<file path="src/rtl/umem_arbiter.sv">
// Shares one 16-bit single-port memory between the instruction-fetch and data ports.
// A 32-bit fetch is two sequential 16-bit reads; data accesses are single transfers.
module umem_arbiter #(
  parameter int ADDR_W     = 16,
  parameter bit DATA_FIRST = 1'b1
) (
  input  logic              clk,
  input  logic              a_rst,
  input  logic              i_req,
  input  logic [ADDR_W-1:0] i_pc,
  input  logic              i_flush,
  output logic [31:0]       i_opcode,
  output logic              i_rdy,
  input  logic              d_assert,
  input  logic              d_cmd,
  input  logic [ADDR_W-1:0] d_addr,
  input  logic [15:0]       d_wdata,
  input  logic              d_be0,
  input  logic              d_be1,
  output logic [15:0]       d_rdata,
  output logic              d_rdy,
  output logic              m_req,
  output logic [ADDR_W-1:0] m_addr,
  output logic [15:0]       m_wdata,
  output logic              m_we,
  output logic [1:0]        m_be,
  input  logic [15:0]       m_rdata,
  input  logic              m_ack
);
  typedef enum logic [1:0] {IDLE, I_LO, I_HI, D_ACC} state_e;

  state_e              state_q, state_d;
  logic                rr_q, rr_d;        // 1 = data port wins a tie
  logic                flush_q, flush_d;
  logic [15:0]         lo_q, lo_d;
  logic [31:0]         i_opcode_q, i_opcode_d;
  logic                i_rdy_q, i_rdy_d;
  logic [15:0]         d_rdata_q, d_rdata_d;
  logic                d_rdy_q, d_rdy_d;
  logic                m_req_q, m_req_d;
  logic [ADDR_W-1:0]   m_addr_q, m_addr_d;
  logic [15:0]         m_wdata_q, m_wdata_d;
  logic                m_we_q, m_we_d;
  logic [1:0]          m_be_q, m_be_d;

  logic d_ok, i_ok, gnt_data, gnt_fetch, flushing;

  // A request still high during its own rdy pulse is the tail of the finished access.
  assign d_ok      = d_assert & ~d_rdy_q;
  assign i_ok      = i_req & ~i_flush & ~i_rdy_q;
  assign gnt_data  = d_ok & (rr_q | ~i_ok);
  assign gnt_fetch = i_ok & ~gnt_data;
  assign flushing  = flush_q | i_flush;

  always_comb begin
    // NOTE: every _d signal gets a default first, so no branch can infer a latch.
    state_d    = state_q;
    rr_d       = rr_q;
    flush_d    = flush_q;
    lo_d       = lo_q;
    i_opcode_d = i_opcode_q;
    i_rdy_d    = 1'b0;
    d_rdata_d  = d_rdata_q;
    d_rdy_d    = 1'b0;
    m_req_d    = m_req_q;
    m_addr_d   = m_addr_q;
    m_wdata_d  = m_wdata_q;
    m_we_d     = m_we_q;
    m_be_d     = m_be_q;
    case (state_q)
      IDLE: begin
        flush_d = 1'b0;
        if (gnt_data) begin
          state_d   = D_ACC;
          rr_d      = 1'b0;
          m_req_d   = 1'b1;
          m_addr_d  = d_addr;
          m_wdata_d = d_wdata;
          m_we_d    = d_cmd;
          m_be_d    = {d_be1, d_be0};
        end else if (gnt_fetch) begin
          state_d  = I_LO;
          rr_d     = 1'b1;
          m_req_d  = 1'b1;
          m_addr_d = i_pc;
          m_we_d   = 1'b0;
          m_be_d   = 2'b11;
        end
      end
      I_LO: begin
        flush_d = flushing;
        if (m_ack) begin
          if (flushing) begin
            state_d = IDLE;
            m_req_d = 1'b0;
            flush_d = 1'b0;
          end else begin
            lo_d     = m_rdata;
            state_d  = I_HI;
            m_addr_d = i_pc + ADDR_W'(1);
          end
        end
      end
      I_HI: begin
        flush_d = flushing;
        if (m_ack) begin
          state_d = IDLE;
          m_req_d = 1'b0;
          flush_d = 1'b0;
          if (!flushing) begin
            i_opcode_d = {m_rdata, lo_q};
            i_rdy_d    = 1'b1;
          end
        end
      end
      D_ACC: begin
        if (m_ack) begin
          state_d = IDLE;
          m_req_d = 1'b0;
          d_rdy_d = 1'b1;
          if (!m_we_q) d_rdata_d = m_rdata;
        end
      end
      default: state_d = IDLE;
    endcase
  end

  // NOTE: sequential state is written only with non-blocking assignments.
  always_ff @(posedge clk or negedge a_rst) begin
    if (!a_rst) begin
      state_q    <= IDLE;
      rr_q       <= DATA_FIRST;
      flush_q    <= 1'b0;
      lo_q       <= '0;
      i_opcode_q <= '0;
      i_rdy_q    <= 1'b0;
      d_rdata_q  <= '0;
      d_rdy_q    <= 1'b0;
      m_req_q    <= 1'b0;
      m_addr_q   <= '0;
      m_wdata_q  <= '0;
      m_we_q     <= 1'b0;
      m_be_q     <= '0;
    end else begin
      state_q    <= state_d;
      rr_q       <= rr_d;
      flush_q    <= flush_d;
      lo_q       <= lo_d;
      i_opcode_q <= i_opcode_d;
      i_rdy_q    <= i_rdy_d;
      d_rdata_q  <= d_rdata_d;
      d_rdy_q    <= d_rdy_d;
      m_req_q    <= m_req_d;
      m_addr_q   <= m_addr_d;
      m_wdata_q  <= m_wdata_d;
      m_we_q     <= m_we_d;
      m_be_q     <= m_be_d;
    end
  end

  assign i_opcode = i_opcode_q;
  assign i_rdy    = i_rdy_q;
  assign d_rdata  = d_rdata_q;
  assign d_rdy    = d_rdy_q;
  assign m_req    = m_req_q;
  assign m_addr   = m_addr_q;
  assign m_wdata  = m_wdata_q;
  assign m_we     = m_we_q;
  assign m_be     = m_be_q;

endmodule

</file>
<file path="config.mk">
export PLATFORM = sky130hd
export DESIGN_NAME = umem_arbiter
export DESIGN_NICKNAME = d
export VERILOG_FILES = /design/src/rtl/umem_arbiter.sv
export SDC_FILE = /design/constraint.sdc
export NUM_CORES = 1
export LEC_CHECK = 0
export BUFFER_PORTS_ARGS = -buffer_cell sky130_fd_sc_hd__clkbuf_2
export CORE_MARGIN = 4
export CORE_UTILIZATION = 54
export DETAILED_ROUTE_END_ITERATION = 8
export GPL_TIMING_DRIVEN = 1
export PLACE_DENSITY = 0.85
export SKIP_CTS_REPAIR_TIMING = 1
export SLEW_MARGIN = 40
export SYNTH_ARGS = -nofsm -noshare
export SYNTH_HDL_FRONTEND = slang
export SYNTH_SLANG_ARGS = --single-unit
</file>
<file path="constraint.sdc">
create_clock -name clk -period 4.3 [get_ports clk]
set_clock_uncertainty 0.15 [all_clocks]
set_input_delay 0.645 -clock clk [delete_from_list [all_inputs] [get_ports clk]]
set_output_delay 0.645 -clock clk [all_outputs]
set_load 0.1 [all_outputs]
</file>
## Word level (Yosys, flattened, before mapping)

Cells that the tools add are included.

| word-level totals | value |
|---|---|
| memory bits (writable) | 0 |
| memories kept | 0 |
| logic and storage cells | 79 |
| input port bits | 73 |
| bits in registers | 106 |
| latch bits | 0 |
| bits in read-only memories | 0 |
| output and inout port bits | 86 |

| operators by class | value |
|---|---|
| multipliers | 0 |
| add/subtract/negate cells | 1 |
| shift operators | 0 |
| bitwise gates (word level) | 14 |
| mux-type cells | 29 |
| eq/ne operators | 8 |
| magnitude comparators | 0 |
| div/mod/pow operators | 0 |
| reduce and logical (&&, ||, !) cells | 14 |

Operator list:

| kind | count |
|---|---|
| $mux 16 | 4 |
| $pmux 16 s2 | 1 |
| $add 16x1->16 const B | 1 |
| $mux 1 | 14 |
| $mux 2 | 7 |
| $reduce_and 3->1 | 4 |
| $reduce_and 4->1 | 2 |
| $not 1->1 | 7 |
| $ne 2x2->1 const B | 3 |
| $pmux 2 s3 | 1 |
| $reduce_bool 2->1 | 3 |
| $and 1x1->1 | 5 |
| $eq 2x2->1 const B | 2 |
| $reduce_and 2->1 | 2 |
| $reduce_or 2->1 | 2 |
| $ne 3x3->1 const B | 1 |
| $pmux 1 s3 | 1 |
| $eq 2x1->1 const B | 1 |
| $logic_not 2->1 | 1 |
| $ne 2x1->1 const B | 1 |
| $or 1x1->1 | 2 |
| $pmux 1 s2 | 1 |

## Longest topological paths before layout

Gate-level depths: netlist of run 1.

| logic depth | value |
|---|---|
| depth after elaboration | 11 |
| depth in mapped cells | 8 |
| depth with buffers taken out | 7 |

## Least setup slack after synthesis of run 1

Ideal clock, no wire load.

| timing path | value |
|---|---|
| kind | reg2reg |
| start | register i_rdy_q (netlist: i_rdy) |
| end | register m_req_q (netlist: m_req) |
| path buffers | 0 |
| cell stages (with the launch flop) | 6 |
| arrival | 2166 ps |
| required time | 4025 ps |
| slack | 1859 ps |
| cell sequence | dfrtp_1 > or3b_2 > nand3_1 > o21ai_0 > a21oi_1 > mux2_2 |

| between the ends | value |
|---|---|
| word-level cells in the longest chain between the ends | 9 |

RTL lines:

| what | RTL line | source |
|---|---|---|
| start: declaration | 37 | `logic i_rdy_q, i_rdy_d;` |
| start signal: assignment | 150 | `i_rdy_q <= i_rdy_d;` |
| $not 1->1 (*) | 50 | `assign i_ok = i_req & ~i_flush & ~i_rdy_q;` |
| $and 1x1->1 (*) | 50 |  |
| $not 1->1 | 51 | `assign gnt_data = d_ok & (rr_q \| ~i_ok);` |
| $or 1x1->1 | 51 |  |
| $and 1x1->1 | 51 |  |
| $not 1->1 | 52 | `assign gnt_fetch = i_ok & ~gnt_data;` |
| $and 1x1->1 | 52 |  |
| $ne 3x3->1 (no line) | n/a |  |
| $reduce_and 4->1 (no line) | n/a |  |
| end signal: assignment | 153 | `m_req_q <= m_req_d;` |
| end: declaration | 40 | `logic m_req_q, m_req_d;` |

Mark *: on every way between the ends. The rest lies on a longest branch, timed or not.
A chain may end at the register's enable or synchronous reset.

## Final worst setup path of run 1

| timing path | value |
|---|---|
| start | register state_q[1] |
| end | register m_addr_q[1] (netlist: m_addr[1]) |

| between the ends | value |
|---|---|
| word-level cells in the longest chain between the ends | 3 |

RTL lines:

| what | RTL line | source |
|---|---|---|
| start: declaration | 32 | `state_e state_q, state_d;` |
| start signal: assignment | 145 | `state_q <= state_d;` |
| $eq 2x1->1 or $logic_not 2->1 (tied branches) | 70 | `case (state_q)` |
| $ne 2x2->1 (no line), or another cell as far along | n/a |  |
| $reduce_and 4->1 (no line) | n/a |  |
| end signal: assignment | 154 | `m_addr_q <= m_addr_d;` |
| end: declaration | 41 | `logic [ADDR_W-1:0] m_addr_q, m_addr_d;` |

Several ways; a longest one is shown, not always the timed one.

==> results.cfg, run 1 <==
[grt]
grt_pass1_vias = 3515
grt_max_degree = 87
grt_overflow = 0
track_usage_pct = 20.97
grt_pass1_wl_mm = 16.81
antenna_found_initial = 0

[placement]
io_buffers = 158
hpwl_mm = 7.690
gp_congestion = 0.9065
place_area_um2 = 5463

[yosys]
synth_adder_area_share_pct = 1.637
ys_warn_count = 0
yosysSeqAreaShare_pct = 57.87
synth-xor-area-share_pct = 0.9550
synth_top_family_by_area = multiplexers
synth_ff_type = dfrtp_1
synthMuxAreaShare_pct = 22.13
synthesis.nets = 429
synth_seq_cells = 106
avgSynthCellArea_um2 = 13.10
async_flop_share_pct = 100.0
yosys.area_share.simple_pct = 8.840
synth_edf_count = 0
synth_top_area_share_pct = 57.30
syn-cell-area_um2 = 4586
ys_types = 44
syn_inst = 350
yosys.area.top_type = dfrtp_1
netlist_top_cells_area = dfrtp_1 57%, mux2_2 20%, nand2_1 2.1%
synth_compound_area_share_pct = 6.385

[floorplan]
coreArea_um2 = 8258
die-area_um2 = 10030
chipWidth_um = 100.2
fp-row-count = 33
die_y_um = 100.2
initial_utilization_pct = 55.53
io-pin-count = 159

[layout]
synthToLayoutAreaGrowth_pct = 23.49
postLayoutCellArea_um2 = 5663
nets = 587
num_antenna_cells = 0
fill_cells = 616
drive_gt1_share_pct = 52.05

[timing]
slew_headroom_pct = 55.81
setup_viol = 0
fmax_mhz = 401.2
slew_viol_final = 0
finalHoldViolations = 0
setup_tns_ps = 0
worst_slew_pin_slew_ps = 662.9
rsz0062_at_grt = no
period_needed_ps = 2493
min_period_over_period_pct = 57.97

[drt]
drc = 0
dr.pass1.iters = 4
drt_iter0_drc = 75
vias_per_cell = 5.537
drt.antenna.violating_nets = 0
wirelength_mm = 10.27
avgRoutedWirePerCell_um = 16.61
num_vias = 3422

[setup_path]
critPathLaunch = state_q[1]$_DFFE_PN0P_
end_kind = flop
rr_startpoint = state_q[1]$_DFFE_PN0P_
ff2ff_path_depth = 6
worstSetupPathType = flop to flop
worstSetupStartpointType = flop
worst-path-max-fanout = 24
crit_arrival_ps = 2590
critPathRequiredTime_ps = 4400

[clock_network]
htreeDepth = 3
clk_latency_ps = 340
cts_inserted_buffers = 9
cts.sinks = 106
clockBufferDepth = 2
tritoncts = built
clk_root_buffer_cell = clkbuf_8
path_clk_slew_ps = 100

[job]
drv_cap = 0

[worst_hold_path]
hold_class = primary input to asynchronous set/reset pin

[run_status]
status = finished clean
[area by class of cell]
type                    count  area (um^2)  area share [%]
inverters                   7        26.28          0.4640
clock inverters             5        46.29          0.8175
well taps                 105        131.4           2.320
flip-flops and latches    106         2654           46.86
clock buffers              11        141.4           2.497
multi-input cells         223         1842           32.52
repair buffers            161        822.0           14.52
[sequential cells by signal, summed over array words and instances (netlist names), 2 cells and up]
register and count:
i_opcode 32, lo_q 16, m_be 2, m_wdata 16, m_addr 16, state_q 2
d_rdata 16
[cells by family after synthesis]
logic type                 Yosys count
buffers and inverters               21
DFF                                106
muxes                               91
AOI/OAI and AO/OA                   43
adders and majority gates            6
xor gates and xnor gates             5
and+or+nand+nor                     78
[per-stage QoR]
stage | util (%) | hold WS (ps) | instances | setup slack, ps
floorplan | - | 199.4 | 350 | 1859
global placement | 66.11 | 312.6 | 602 | 1619
detailed placement | 66.15 | 322.0 | 602 | 1570
CTS | 68.42 | 200.6 | 618 | 1566
global route | 68.58 | 196.8 | 618 | 1556
finish | 68.58 | 164.4 | 618 | 1807
[critical path, cell delays in order, from the launching register on]
cell and delay (ps):
dfrtp_1 370, inv_1 90, ha_1 390, and3_1 240
buf_4 230, o21ai_4 520, mux2_2 390
[routing by layer]
| layer | GRT usage (%) | wire length (um) |
|---|---|---|
| met1 | 26.65 | 4064 |
| met2 | 34.45 | 4963 |
| met3 | 7.158 | 1126 |
| met4 | 5.699 | 111 |
| met5 | 0 | 0 |
[synthesized netlist by cell type (7+ instances only)]
cell type / instances
dfrtp_1: 105
mux2_2: 83
nand2_1: 26
o21ai_0: 11
nand3_1: 9
nor2_1: 9
nor3_1: 9
buf_2: 8
mux2i_1: 8
a21oi_1: 7
and3_1: 7
inv_1: 7
[final timing paths]
check	endpoint	slack [ps]
max	m_addr[1]$_DFFE_PN0P_	1810
min	m_addr[4]$_DFFE_PN0P_	160
max reg2reg	m_addr[1]$_DFFE_PN0P_	1810
min reg2reg	m_addr[9]$_DFFE_PN0P_	340
max in group asynchronous	lo_q[2]$_DFFE_PN0P_	3090
min in group clk	m_addr[9]$_DFFE_PN0P_	340
[cell usage in the layout, fill, tap and decap left out, types with 5 or more instances in the layout]
master,count
clkbuf_2,157
dfrtp_1,105
mux2_2,83
nand2_1,25
o21ai_0,11
clkbuf_8,11
nor2_1,9
nand3_1,9
nor3_1,9
mux2i_1,8
inv_1,7
and3_1,7
a21oi_1,7
ha_1,6
o221ai_1,5
Power of run 1 is left out: the tool's default activity adds up to more than one toggle a clock period on the data nets, which glitch-free logic cannot reach.
==> inputs of run 2 (changes only) <==
- ABC_AREA: default -> 1
- CORE_UTILIZATION: 54 -> 51
- PLACE_DENSITY: 0.85 -> 0.8
- clock period: 4.3 -> 2.4 ns (I/O delays scaled with it)
==> results.cfg, run 2 <==
[grt]
grt_pass1_wl_mm = 20.54
track_usage_pct = 22.46
antenna_found_initial = 0
grt_overflow = 0
grt_pass1_vias = 4357
grt_max_degree = 49

[worst_hold_path]
hold_depth = 3
hold_end = m_wdata[9]$_DFFE_PN0P_
hold_class = primary input to flop
hold_start = d_wdata[9]

[floorplan]
coreArea_um2 = 9284
io-pin-count = 159
die-area_um2 = 11240
chipWidth_um = 106.0
initial_utilization_pct = 52.79
die_y_um = 106.0
fp-row-count = 35

[setup_path]
crit_chain = inv_1 > ha_1 > inv_1 > nor3_4 > inv_2 > nand2_1 > o21ai_0
worst-path-max-fanout = 48
worstSetupPathType = flop to flop
path_delay_family = buffers and inverters
crit_buf_inv = 3
ff2ff_path_depth = 7
r2r_slack_ps = 480
worstSetupStartpointType = flop
rr_startpoint = state_q[0]$_DFFE_PN0P_
slowest_delay_ps = 550
cpMaxStageDelayCell = inv_2
critical_path.most_common_cell = inv_1
r2r-end = i_opcode[18]$_DFFE_PN0P_
critPathRequiredTime_ps = 2540
crit_arrival_ps = 2060
end_kind = flop

[timing]
rsz0062_at_grt = no
slew_viol_final = 0
period_needed_ps = 1920
worst_slew_pin_slew_ps = 765.0
finalHoldViolations = 0
slew_headroom_pct = 48.93
min_period_over_period_pct = 80.02
setup_tns_ps = 0
fmax_mhz = 520.7
setup_viol = 0

[yosys]
synthesis.nets = 688
netlist_top_cells_area = dfrtp_1 54%, nand2_1 20%, o21ai_0 5.6%
synth_edf_count = 0
avgSynthCellArea_um2 = 8.048
synth_commonest_cells = 258 x nand2_1, 105 x dfrtp_1, 55 x o21ai_0
synth_seq_cells = 106
async_flop_share_pct = 100.0
yosysMostFrequentCell = nand2_1
syn_inst = 609
synth_top_area_share_pct = 53.61
ys_warn_count = 0
synth_ff_type = dfrtp_1
yosys.area.top_type = dfrtp_1
yosysSeqAreaShare_pct = 54.15
ys_types = 28
syn-cell-area_um2 = 4901

[clock_network]
htreeDepth = 3
clk_latency_ps = 370
tritoncts = built
cts.sinks = 106
cts_inserted_buffers = 9
clk_root_buffer_cell = clkbuf_8
path_clk_slew_ps = 110
clockBufferDepth = 2

[placement]
io_buffers = 158
gp_congestion = 0.9499
hpwl_mm = 9.025

[drt]
num_vias = 4402
drc = 0
vias_per_cell = 4.897
drt_iter0_drc = 225
dr.pass1.iters = 5
wirelength_mm = 12.03
drt.antenna.violating_nets = 0
avgRoutedWirePerCell_um = 13.38

[layout]
final_cell_mix = 258 x nand2_1, 157 x clkbuf_2, 105 x dfrtp_1, 55 x o21ai_0, 53 x inv_1
fill_cells = 878
synthToLayoutAreaGrowth_pct = 23.13
mostFrequentLayoutCell = nand2_1
largest_reg_flops = 32
num_antenna_cells = 0
drive_gt1_share_pct = 26.23
nets = 844

[job]
drv_cap = 0

[run_status]
status = finished clean
## run 2: layout make-up
| class | count | area, um^2 | share of cell area [%] |
|---|---|---|---|
| sequential | 106 | 2654 | 43.98 |
| multi-input combinational | 421 | 1902 | 31.52 |
| timing repair buffer | 169 | 890.9 | 14.76 |
| inverter | 58 | 217.7 | 3.608 |
| tap | 129 | 161.4 | 2.675 |
| clock buffer | 9 | 123.9 | 2.053 |
| clock inverter | 7 | 85.08 | 1.410 |
## run 2: cell families (layout without fill, tap and decap cells)
kind of cell	count (synthesis)	count (layout)	synth area share [%]
AO/OA/AOI/OAI	74	74	8.093
buffers and inverters	82	243	7.046
flip-flops	106	106	54.15
AND/OR/NAND/NOR	340	340	29.00
adder cells (fa/ha/maj)	6	6	1.532
XOR/XNOR	1	1	0.1787
## run 2: per-layer routing
metal | global-route usage, % | routed length, um | vias to the layer above
li1 | - | - | 2215
met1 | 30.15 | 5136 | 2023
met2 | 36.61 | 5780 | 152
met3 | 5.647 | 970 | 12
met4 | 5.920 | 138 | 0
met5 | 0 | 0 | -
## run 2: metrics by stage
stage,cells,hold slack (ps),cell area [um^2],worst slack [ps],util (%)
after global placement,882,150.0,5816,517.1,62.64
final,899,35.41,6035,479.6,65.00
after global routing,899,17.91,6035,264.6,65.00
after detailed placement,882,152.9,5816,452.3,62.64
after floorplan,609,-85.59,4901,295.8,-
after CTS,898,-272.2,6025,451.8,64.89
## run 2: worst max-delay path by stage
stage / startpoint / to / slack [ps] / cells after the start
after global routing: state_q[0]$_DFFE_PN0P_ / i_opcode[19]$_DFFE_PN0P_ / 260 / 6
after detailed placement: d_assert / m_wdata[13]$_DFFE_PN0P_ / 450 / 10
after floorplan: i_rdy$_DFF_PN0_ / m_addr[0]$_DFFE_PN0P_ / 300 / 9
after CTS: state_q[0]$_DFFE_PN0P_ / i_opcode[30]$_DFFE_PN0P_ / 450 / 7
final: state_q[0]$_DFFE_PN0P_ / i_opcode[18]$_DFFE_PN0P_ / 480 / 7
after global placement: d_assert / m_wdata[12]$_DFFE_PN0P_ / 520 / 10
## run 2: worst register-to-register path, stage by stage (launching register included)
cell and delay (ps):
dfrtp_1 420, inv_1 100, ha_1 210, inv_1 110, nor3_4 60, inv_2 550, nand2_1 150, o21ai_0 110
Power of run 2 is left out for the same reason.
==> inputs of run 3 (changes only) <==
- ABC_AREA: 1 -> 0
- CORE_UTILIZATION: 51 -> 50
- clock period: 2.4 -> 2 ns (I/O delays scaled with it)
==> results.cfg, run 3 (synthesis results as in run 1) <==
[run_status]
status = finished clean

[setup_path]
end_kind = flop
worst-path-max-fanout = 8
worstSetupStartpointType = flop
rr_startpoint = i_rdy$_DFF_PN0_
r2r-end = m_addr[15]$_DFFE_PN0P_
cp-endpoint = m_addr[15]$_DFFE_PN0P_
critPathRequiredTime_ps = 2110
worstSetupPathType = flop to flop
ff2ff_path_depth = 6
critPathLaunch = i_rdy$_DFF_PN0_
r2r_slack_ps = 20
crit_arrival_ps = 2090

[layout]
drive_gt1_share_pct = 55.64
num_antenna_cells = 0
synthToLayoutAreaGrowth_pct = 30.26
mostFrequentLayoutCell = clkbuf_2
nets = 608
largest_reg_flops = 32
final_cell_mix = 157 x clkbuf_2, 102 x dfrtp_1, 80 x mux2_2, 25 x nand2_1, 18 x buf_4
postLayoutCellArea_um2 = 5973

[clock_network]
cts.sinks = 106
path_clk_slew_ps = 100
clk_root_buffer_cell = clkbuf_8
clk_latency_ps = 350
cts_inserted_buffers = 9
htreeDepth = 3
clockBufferDepth = 2
tritoncts = built

[drt]
drc = 0
drt.antenna.violating_nets = 0
dr.pass1.iters = 4
avgRoutedWirePerCell_um = 16.88
vias_per_cell = 5.477
wirelength_mm = 10.80
num_vias = 3505
drt_iter0_drc = 85

[floorplan]
coreArea_um2 = 8806
die-area_um2 = 10770
die_y_um = 103.8
fp-row-count = 34
io-pin-count = 159
initial_utilization_pct = 52.07
chipWidth_um = 103.8

[grt]
grt_max_degree = 55
grt_pass1_wl_mm = 18.06
antenna_found_initial = 0
track_usage_pct = 20.35
grt_pass1_vias = 3686
grt_overflow = 0

[timing]
fmax_mhz = 505.4
slew_headroom_pct = 62.14
rsz0062_at_grt = yes
worst_slew_pin_slew_ps = 570.3
setup_viol = 0
slew_viol_final = 0
min_period_over_period_pct = 98.93
finalHoldViolations = 0
period_needed_ps = 1979
worst_slack_ps = 21.48

[job]
drv_cap = 0

[placement]
dp_slack_ps = -130.9
hpwl_mm = 8.239
io_buffers = 158
gp_congestion = 0.8659
place_area_um2 = 5702

[worst_hold_path]
hold_class = primary input to flop
==> run 3: cell types whose count changed in the layout (fill, tap and decap cells not counted), sizes merged, moves of 5 or more <==
cell and change:
and3 +7, buf +13, nor2 -16, o21ai -47, nand2 -233, o221ai +5, mux2 +83, nand3 -29
inv -52, nor3 +8, nand3b -8, mux2i +8
==> run 3: area by class of cell <==
class | instances | area, um^2
tap | 108 | 135.1
clock buffer | 10 | 127.6
sequential | 106 | 2660
timing repair buffer | 182 | 1042
clock inverter | 4 | 76.32
multi-input combinational | 223 | 1906
inverter | 7 | 26.28
fill | 661 | 2833
==> run 3: worst min-delay path by stage <==
stage	slack, ps	cells after the start	end	start
after floorplan	-150	0	d_rdata[0]$_DFFE_PN0P_	a_rst
after global placement	140	1	m_addr[5]$_DFFE_PN0P_	a_rst
after detailed placement	140	1	m_addr[5]$_DFFE_PN0P_	a_rst
after CTS	-260	1	m_addr[5]$_DFFE_PN0P_	a_rst
after global routing	7	2	m_wdata[10]$_DFFE_PN0P_	d_wdata[10]
final	20	2	m_wdata[10]$_DFFE_PN0P_	d_wdata[10]
==> run 3: metal layers <==
layer | GRT usage, % | share of wire, % | wire, um | vias up
met5 | 0 | 0 | 0 | -
met4 | 6.268 | 1.0 | 109 | 0
met3 | 5.784 | 7.5 | 805 | 12
met2 | 34.63 | 50 | 5379 | 134
met1 | 25.29 | 42 | 4509 | 1744
li1 | - | - | - | 1615
==> run 3: per-stage QoR <==
stage	std cells	util, %	hold WS [ps]	TNS [ps]
after floorplan	350	-	-145.6	-2621
after global placement	623	64.75	140.7	-150.5
after detailed placement	623	64.75	143.6	-973.7
after CTS	637	67.06	-256.2	-1108
after global routing	640	67.83	7.016	-84.72
final	640	67.83	19.90	0
==> run 3: critical path: stages, from the launching register on <==
cell	delay (ps)
dfrtp_4	490
or4b_4	510
nor2b_4	190
buf_12	150
mux2i_1	140
a21oi_1	80
a22o_1	190
Power of run 3 is left out for the same reason.
